--- config.mk ---
export PLATFORM = sky130hd
export DESIGN_NAME = fft_butterfly_flat
export DESIGN_NICKNAME = d
export VERILOG_FILES = /design/src/rtl/fft_pkg.sv /design/src/rtl/fft_butterfly_if.sv /design/src/rtl/fft_cmul.sv /design/src/rtl/fft_butterfly.sv /design/src/flat_wrapper.sv
export SDC_FILE = /design/constraint.sdc
export NUM_CORES = 2
export LEC_CHECK = 0
export CORE_MARGIN = 2
export CORE_UTILIZATION = 40
export DETAILED_ROUTE_END_ITERATION = 16
export GPL_ROUTABILITY_DRIVEN = 0
export PLACE_DENSITY = 0.52
export SETUP_SLACK_MARGIN = 0.2
export SYNTH_ARGS = -nofsm -noshare
export SYNTH_HDL_FRONTEND = slang
export SYNTH_SLANG_ARGS = --single-unit
--- constraint.sdc ---
create_clock -name clk -period 7.83 [get_ports clk]
set_input_delay 1.9575 -clock clk [delete_from_list [all_inputs] [get_ports clk]]
set_output_delay 1.9575 -clock clk [all_outputs]
set_load 0.01 [all_outputs]
--- src/rtl/fft_pkg.sv ---
// Shared defaults for the fft_stage blocks: word widths, FFT length, twiddle
// format, the twiddle rounding constant and output saturation limits.
package fft_pkg;

   localparam int unsigned Q_IN_DEF       = 15;
   localparam int unsigned Q_OUT_DEF      = 15;
   localparam int unsigned N_DEF          = 8;
   localparam int unsigned COEFF_FRAC_DEF = 14;

   // Half an LSB of the product before the COEFF_FRAC right shift (round-half-up)
   function automatic longint round_const(input int unsigned frac);
      return longint'(1) << (frac - 1);
   endfunction

   // Frame counter width: log2(N/2) bits, never narrower than one bit
   function automatic int unsigned frame_cnt_w(input int unsigned n);
      return (n >= 4) ? $clog2(n / 2) : 1;
   endfunction

   localparam longint ROUND_DEF   = round_const(COEFF_FRAC_DEF);
   localparam longint SAT_MAX_DEF = (longint'(1) << Q_OUT_DEF) - 1;
   localparam longint SAT_MIN_DEF = -(longint'(1) << Q_OUT_DEF);

endpackage

--- src/rtl/fft_butterfly_if.sv ---
// Operand/twiddle input bundle and result output bundle of one radix-2 butterfly.
interface fft_butterfly_if
   import fft_pkg::*;
#(
   parameter int unsigned Q_IN  = Q_IN_DEF,
   parameter int unsigned Q_OUT = Q_OUT_DEF
);

   logic                valid_in;
   logic signed [Q_IN:0] data_in_real_0;
   logic signed [Q_IN:0] data_in_imag_0;
   logic signed [Q_IN:0] data_in_real_1;
   logic signed [Q_IN:0] data_in_imag_1;
   logic signed [Q_IN:0] coeff_in_real;
   logic signed [Q_IN:0] coeff_in_imag;

   logic                 valid_out;
   logic signed [Q_OUT:0] data_out_real_0;
   logic signed [Q_OUT:0] data_out_imag_0;
   logic signed [Q_OUT:0] data_out_real_1;
   logic signed [Q_OUT:0] data_out_imag_1;
   logic                 frame_done;
   logic                 ovf;

   modport master (
      output valid_in, data_in_real_0, data_in_imag_0, data_in_real_1, data_in_imag_1,
             coeff_in_real, coeff_in_imag,
      input  valid_out, data_out_real_0, data_out_imag_0, data_out_real_1, data_out_imag_1,
             frame_done, ovf
   );

   modport slave (
      input  valid_in, data_in_real_0, data_in_imag_0, data_in_real_1, data_in_imag_1,
             coeff_in_real, coeff_in_imag,
      output valid_out, data_out_real_0, data_out_imag_0, data_out_real_1, data_out_imag_1,
             frame_done, ovf
   );

endinterface

--- src/rtl/fft_cmul.sv ---
// Three-stage complex multiply t = W*b with round-half-up at COEFF_FRAC;
// valid travels alongside the data with the same 3-cycle latency.
module fft_cmul
   import fft_pkg::*;
#(
   parameter int unsigned Q_IN       = Q_IN_DEF,
   parameter int unsigned COEFF_FRAC = COEFF_FRAC_DEF
) (
   input  logic                               clk,
   input  logic                               reset,
   input  logic                               valid_in,
   input  logic signed [Q_IN:0]               b_re,
   input  logic signed [Q_IN:0]               b_im,
   input  logic signed [Q_IN:0]               w_re,
   input  logic signed [Q_IN:0]               w_im,
   output logic                               valid_out,
   output logic signed [2*Q_IN+2-COEFF_FRAC:0] t_re,
   output logic signed [2*Q_IN+2-COEFF_FRAC:0] t_im
);

   localparam int unsigned PW = 2 * Q_IN + 2;
   localparam int unsigned SW = PW + 1;
   localparam int unsigned TW = SW - COEFF_FRAC;
   localparam logic signed [SW-1:0] RND = SW'(round_const(COEFF_FRAC));

   logic                 v1, v2;
   logic signed [Q_IN:0] b_re1, b_im1, w_re1, w_im1;
   logic signed [PW-1:0] p_rr, p_ii, p_ri, p_ir;

   always_ff @(posedge clk) begin
      if (reset) begin
         v1        <= 1'b0;
         v2        <= 1'b0;
         valid_out <= 1'b0;
      end else begin
         v1        <= valid_in;
         v2        <= v1;
         valid_out <= v2;
      end
   end

   always_ff @(posedge clk) begin
      b_re1 <= b_re;
      b_im1 <= b_im;
      w_re1 <= w_re;
      w_im1 <= w_im;

      p_rr <= PW'(b_re1) * PW'(w_re1);
      p_ii <= PW'(b_im1) * PW'(w_im1);
      p_ri <= PW'(b_re1) * PW'(w_im1);
      p_ir <= PW'(b_im1) * PW'(w_re1);

      // One guard bit above the product width keeps the sum exact before the shift
      t_re <= TW'((SW'(p_rr) - SW'(p_ii) + RND) >>> COEFF_FRAC);
      t_im <= TW'((SW'(p_ri) + SW'(p_ir) + RND) >>> COEFF_FRAC);
   end

endmodule

--- src/rtl/fft_butterfly.sv ---
// Radix-2 DIT butterfly X0 = a + W*b, X1 = a - W*b, 4-cycle latency, frame pulse.
// Define FFT_BFLY_SAT_EN to saturate on narrowing and report clipping on ovf.
module fft_butterfly
   import fft_pkg::*;
#(
   parameter int unsigned Q_IN       = Q_IN_DEF,
   parameter int unsigned Q_OUT      = Q_OUT_DEF,
   parameter int unsigned N          = N_DEF,
   parameter int unsigned COEFF_FRAC = COEFF_FRAC_DEF,
   parameter int unsigned SCALE      = 0
) (
   input logic            clk,
   input logic            reset,
   fft_butterfly_if.slave bus
);

   localparam int unsigned TW = 2 * Q_IN + 3 - COEFF_FRAC;
   localparam int unsigned SW = TW + 1;
   localparam int unsigned OW = Q_OUT + 1;
   localparam int unsigned CW = frame_cnt_w(N);
   localparam logic [CW-1:0] LAST = CW'(N / 2 - 1);

   logic [CW-1:0]         cnt;
   logic                  last1, last2, last3;
   logic signed [Q_IN:0]  a_re1, a_re2, a_re3;
   logic signed [Q_IN:0]  a_im1, a_im2, a_im3;
   logic                  v3;
   logic signed [TW-1:0]  t_re, t_im;
   logic signed [OW-1:0]  n0r, n0i, n1r, n1i;
   logic                  c0r, c0i, c1r, c1i;

   function automatic logic signed [SW-1:0] scaled(input logic signed [SW-1:0] x);
      if (SCALE != 0) return (x + SW'(1)) >>> 1;
      return x;
   endfunction

   // Returns {clip, narrowed value}
   function automatic logic [OW:0] narrow(input logic signed [SW-1:0] x);
      logic signed [SW-1:0] y;
      y = scaled(x);
`ifdef FFT_BFLY_SAT_EN
      if (!((&y[SW-1:Q_OUT]) || !(|y[SW-1:Q_OUT])))
         return {1'b1, y[SW-1], {Q_OUT{~y[SW-1]}}};
      return {1'b0, y[Q_OUT:0]};
`else
      return {1'b0, OW'(y)};
`endif
   endfunction

   fft_cmul #(
      .Q_IN       (Q_IN),
      .COEFF_FRAC (COEFF_FRAC)
   ) u_cmul (
      .clk       (clk),
      .reset     (reset),
      .valid_in  (bus.valid_in),
      .b_re      (bus.data_in_real_1),
      .b_im      (bus.data_in_imag_1),
      .w_re      (bus.coeff_in_real),
      .w_im      (bus.coeff_in_imag),
      .valid_out (v3),
      .t_re      (t_re),
      .t_im      (t_im)
   );

   always_ff @(posedge clk) begin
      if (reset) begin
         cnt <= '0;
      end else if (bus.valid_in) begin
         cnt <= (cnt == LAST) ? '0 : cnt + CW'(1);
      end
   end

   // Operand a and the frame-wrap flag ride alongside the multiplier pipeline
   always_ff @(posedge clk) begin
      a_re1 <= bus.data_in_real_0;
      a_im1 <= bus.data_in_imag_0;
      last1 <= (cnt == LAST);
      a_re2 <= a_re1;
      a_im2 <= a_im1;
      last2 <= last1;
      a_re3 <= a_re2;
      a_im3 <= a_im2;
      last3 <= last2;
   end

   always_comb begin
      {c0r, n0r} = narrow(SW'(a_re3) + SW'(t_re));
      {c0i, n0i} = narrow(SW'(a_im3) + SW'(t_im));
      {c1r, n1r} = narrow(SW'(a_re3) - SW'(t_re));
      {c1i, n1i} = narrow(SW'(a_im3) - SW'(t_im));
   end

   always_ff @(posedge clk) begin
      if (reset) begin
         bus.valid_out       <= 1'b0;
         bus.frame_done      <= 1'b0;
         bus.ovf             <= 1'b0;
         bus.data_out_real_0 <= '0;
         bus.data_out_imag_0 <= '0;
         bus.data_out_real_1 <= '0;
         bus.data_out_imag_1 <= '0;
      end else begin
         bus.valid_out  <= v3;
         bus.frame_done <= v3 & last3;
         bus.ovf        <= v3 & (c0r | c0i | c1r | c1i);
         if (v3) begin
            bus.data_out_real_0 <= n0r;
            bus.data_out_imag_0 <= n0i;
            bus.data_out_real_1 <= n1r;
            bus.data_out_imag_1 <= n1i;
         end
      end
   end

endmodule

--- src/flat_wrapper.sv ---
// flat-port wrapper written by rule: the top's interface ports become plain ports
module fft_butterfly_flat import fft_pkg::*;
#(
   parameter int unsigned Q_IN       = Q_IN_DEF,
   parameter int unsigned Q_OUT      = Q_OUT_DEF,
   parameter int unsigned N          = N_DEF,
   parameter int unsigned COEFF_FRAC = COEFF_FRAC_DEF,
   parameter int unsigned SCALE      = 0
)
  (clk, reset, bus_valid_in, bus_data_in_real_0, bus_data_in_imag_0, bus_data_in_real_1, bus_data_in_imag_1, bus_coeff_in_real, bus_coeff_in_imag, bus_valid_out, bus_data_out_real_0, bus_data_out_imag_0, bus_data_out_real_1, bus_data_out_imag_1, bus_frame_done, bus_ovf);
  fft_butterfly_if #(.Q_IN(Q_IN), .Q_OUT(Q_OUT)) bus_i ();
  input logic clk;
  input logic reset;
  input wire logic [$bits(bus_i.valid_in)-1:0] bus_valid_in;
  input wire logic [$bits(bus_i.data_in_real_0)-1:0] bus_data_in_real_0;
  input wire logic [$bits(bus_i.data_in_imag_0)-1:0] bus_data_in_imag_0;
  input wire logic [$bits(bus_i.data_in_real_1)-1:0] bus_data_in_real_1;
  input wire logic [$bits(bus_i.data_in_imag_1)-1:0] bus_data_in_imag_1;
  input wire logic [$bits(bus_i.coeff_in_real)-1:0] bus_coeff_in_real;
  input wire logic [$bits(bus_i.coeff_in_imag)-1:0] bus_coeff_in_imag;
  output wire logic [$bits(bus_i.valid_out)-1:0] bus_valid_out;
  output wire logic [$bits(bus_i.data_out_real_0)-1:0] bus_data_out_real_0;
  output wire logic [$bits(bus_i.data_out_imag_0)-1:0] bus_data_out_imag_0;
  output wire logic [$bits(bus_i.data_out_real_1)-1:0] bus_data_out_real_1;
  output wire logic [$bits(bus_i.data_out_imag_1)-1:0] bus_data_out_imag_1;
  output wire logic [$bits(bus_i.frame_done)-1:0] bus_frame_done;
  output wire logic [$bits(bus_i.ovf)-1:0] bus_ovf;
  assign bus_i.valid_in = bus_valid_in;
  assign bus_i.data_in_real_0 = bus_data_in_real_0;
  assign bus_i.data_in_imag_0 = bus_data_in_imag_0;
  assign bus_i.data_in_real_1 = bus_data_in_real_1;
  assign bus_i.data_in_imag_1 = bus_data_in_imag_1;
  assign bus_i.coeff_in_real = bus_coeff_in_real;
  assign bus_i.coeff_in_imag = bus_coeff_in_imag;
  assign bus_valid_out = bus_i.valid_out;
  assign bus_data_out_real_0 = bus_i.data_out_real_0;
  assign bus_data_out_imag_0 = bus_i.data_out_imag_0;
  assign bus_data_out_real_1 = bus_i.data_out_real_1;
  assign bus_data_out_imag_1 = bus_i.data_out_imag_1;
  assign bus_frame_done = bus_i.frame_done;
  assign bus_ovf = bus_i.ovf;
  fft_butterfly #(.Q_IN(Q_IN), .Q_OUT(Q_OUT), .N(N), .COEFF_FRAC(COEFF_FRAC), .SCALE(SCALE)) u_core (.clk(clk), .reset(reset), .bus(bus_i));
endmodule
==> flow_summary.ini <==
[drt]
wl_um = 143000
dr.pass1.iters = 5
drc = 0
drt_iter0_drc = 2006
routed_via_density = 4.85
vias = 35900
wl_per_cell_um = 19.3
final_antenna_net_count = 0

[critical_path]
crit_required_ps = 8370
r2r_start = u_core.u_cmul.b_re1[7]
r2r_slack_ps = 620
critPathCaptureType = register
crit_path_max_incr_delay_ps = 1010
rr_worst_depth = 21
crit_top_cell = fa_1
cp-start-kind = register
crit_type = reg -> reg
cp_slowest_cell = dfxtp_1
worstPathCellList = and2_1 -> fa_1 -> inv_1 -> fa_1 -> fa_1 -> inv_1 -> fa_1 -> fa_1 -> inv_1 -> fa_1 -> inv_1 -> ha_1 -> a21oi_1 -> o21ai_0 -> a21oi_1 -> a311oi_1 -> a211oi_1 -> a21oi_1 -> a211oi_1 -> a21oi_1 -> xnor2_1
r2r-end = u_core.u_cmul.p_ri[29]
cp_data_arrival_time_ps = 7740
crit_path_max_fanout = 19

[sta]
rsz0062_at_grt = false
timing.final.crit_share_pct = 92.0
setup_tns_ps = 0
finalMaxSlewViolations = 0
holdWs_ps = 320
worst_pin_slew_ps = 1270
max_freq_ghz = 0.139
finalSetupViolCount = 0
finClkSkew_ps = 28.2
fin_crit_ps = 7210
relSlewSlack_pct = 15.4
hold_viol = 0

[clock_tree]
post_cts_resized = 0
clk-insertion-delay-late_ps = 660
cts_tree = built
post_cts_buffers = 0
h-tree-depth = 2
clkSlewWorstSetupHoldPaths_ps = 60
clk_path_buf_depth = 3
cts_made_buffers = 51
clock_sinks = 384
ctsHoldBuffers = 0
cts_root_buf = clkbuf_16

[die]
core-area_sq_um = 128000
die_x_um = 364
io_pins = 166
start_util_pct = 40.4
rows = 131
dieArea_sq_um = 132000
die_y_um = 364

[min_path]
min_to = u_core.a_im3[13]
whs_path_depth = 0
hold_class = reg -> reg
hp-start = u_core.a_im2[13]

[synthesis]
syn_inst = 5518
syn-cell-area_sq_um = 51700
syn_nets = 7100
synth_top_area_cell = fa_1
ys_types = 76
ys_seq_area_share_pct = 14.9
synth_top_area_share_pct = 38.5
synth.avg_cell_area_sq_um = 9.37
synth_warnings = 0
synthArstFlopShare_pct = 0
synth_edf_count = 0
ys_top_cells_by_area = fa_1 39%, dfxtp_1 15%, ha_1 12%
synth_seq_cells = 384
yosys_most_used_dff = dfxtp_1

[outcome]
status = complete, no violations

[global_route]
track_usage_pct = 22.7
grt_max_degree = 64
grt_pass1_vias = 39100
grt_pass1_wl_um = 229000
antenna_found_initial = 13
gr-total-overflow = 0

[final_layout]
drive_above_1_share_pct = 4.14
register_area_sq_um = 7690
final_nets = 7216
final_cell_mix = 1,250 x inv_1, 996 x fa_1, 557 x nand2_1
layout_commonest_cell = inv_1
fillers = 12600
area_delta_synth_final_pct = 11.1
stdcell_count = 7408
multi_input_area_sq_um = 38500

[job]
drv_cap = 0

[placed_design]
portBuffers = 164
dp_cells = 7310
dp_hpwl_um = 119000
[critical path, delay by kind of cell (launching register included)]
| kind | cells | cell delay, ps |
|---|---|---|
| AO/OA/AOI/OAI | 8 | 2200 |
| adder cells (fa/ha/maj) | 7 | 3220 |
| flip-flops | 1 | 1010 |
| buffers and inverters | 4 | 230 |
| XOR/XNOR | 1 | 160 |
| AND/OR/NAND/NOR | 1 | 260 |
[synth_stat cells (all sizes together) (11+ instances only)]
library cell  count
and3             13
nand3            27
a21o             54
dfxtp           384
nor3             38
nor2b            23
o21bai           31
and2            492
a21oi           160
ha              487
o21ai            85
or3              13
nand2b           42
xor2             42
nand2           557
a211oi           50
xnor2           182
o31ai            12
a311oi           11
mux2i            13
nor2            182
inv            1252
fa              996
o21a             32
clkbuf          216
[cell type report]
type	instances	area share, %
flip-flops and latches	384	13.4
repair buffers	288	4.58
diodes	2	0.00871
clock inverters	26	0.649
inverters	1254	8.19
well taps	1729	3.76
clock buffers	70	2.50
multi-input cells	3655	66.9
[how the worst max path moves through the flow]
| stage | start | endpoint | slack (ps) | cells after the start |
|---|---|---|---|---|
| final | u_core.u_cmul.b_re1[7] | u_core.u_cmul.p_ri[29] | 620 | 21 |
| after CTS | u_core.u_cmul.w_re1[1] | u_core.u_cmul.p_rr[29] | 680 | 20 |
| after detailed placement | u_core.u_cmul.w_re1[1] | u_core.u_cmul.p_rr[29] | 670 | 20 |
| after global routing | u_core.u_cmul.w_re1[1] | u_core.u_cmul.p_rr[29] | 300 | 20 |
| after global placement | u_core.u_cmul.b_re1[7] | u_core.u_cmul.p_ri[29] | 750 | 21 |
| after floorplan | u_core.u_cmul.b_re1[15] | u_core.u_cmul.p_rr[29] | 1540 | 22 |
[kinds of logic (layout without fill, tap and decap cells)]
family	count (synthesis)	in the layout	synth area share, %
other	1	3	0.00725
AND/OR/NAND/NOR	1430	1430	13.6
adder cells (fa/ha/maj)	1483	1483	50.3
multiplexers	14	14	0.273
AO/OA/AOI/OAI	503	503	6.36
buffers and inverters	1479	1638	10.8
flip-flops	384	384	14.9
XOR/XNOR	224	224	3.79
[layer usage]
metal  share of wire, %  up-vias  GRT usage (%)  wire (um)
met5              0.029        -              0         41
met4                2.2        6           5.26       3210
met3                6.3      164           4.05       8970
met2                 45      781           36.2      63900
met1                 47    18200           32.0      67200
li1                   -    16800              -          -
[state kept, by name, indices dropped and copies added, names as in the netlist, 30 cells and up]
signal              count
u_core.u_cmul.p_rr     30
u_core.u_cmul.p_ii     30
u_core.u_cmul.p_ir     30
u_core.u_cmul.p_ri     30
[through the flow]
step                setup slack [ps]  util (%)  instance area [sq um]
finish                           624      44.9                  57500
detailed placement               670      43.5                  55700
global placement                 749      43.5                  55700
global route                     304      44.9                  57500
floorplan                       1540         -                  51700
CTS                              676      44.9                  57500
Power is left out: the tool's default activity adds up to more than one toggle a clock period on the data nets, which glitch-free logic cannot reach.
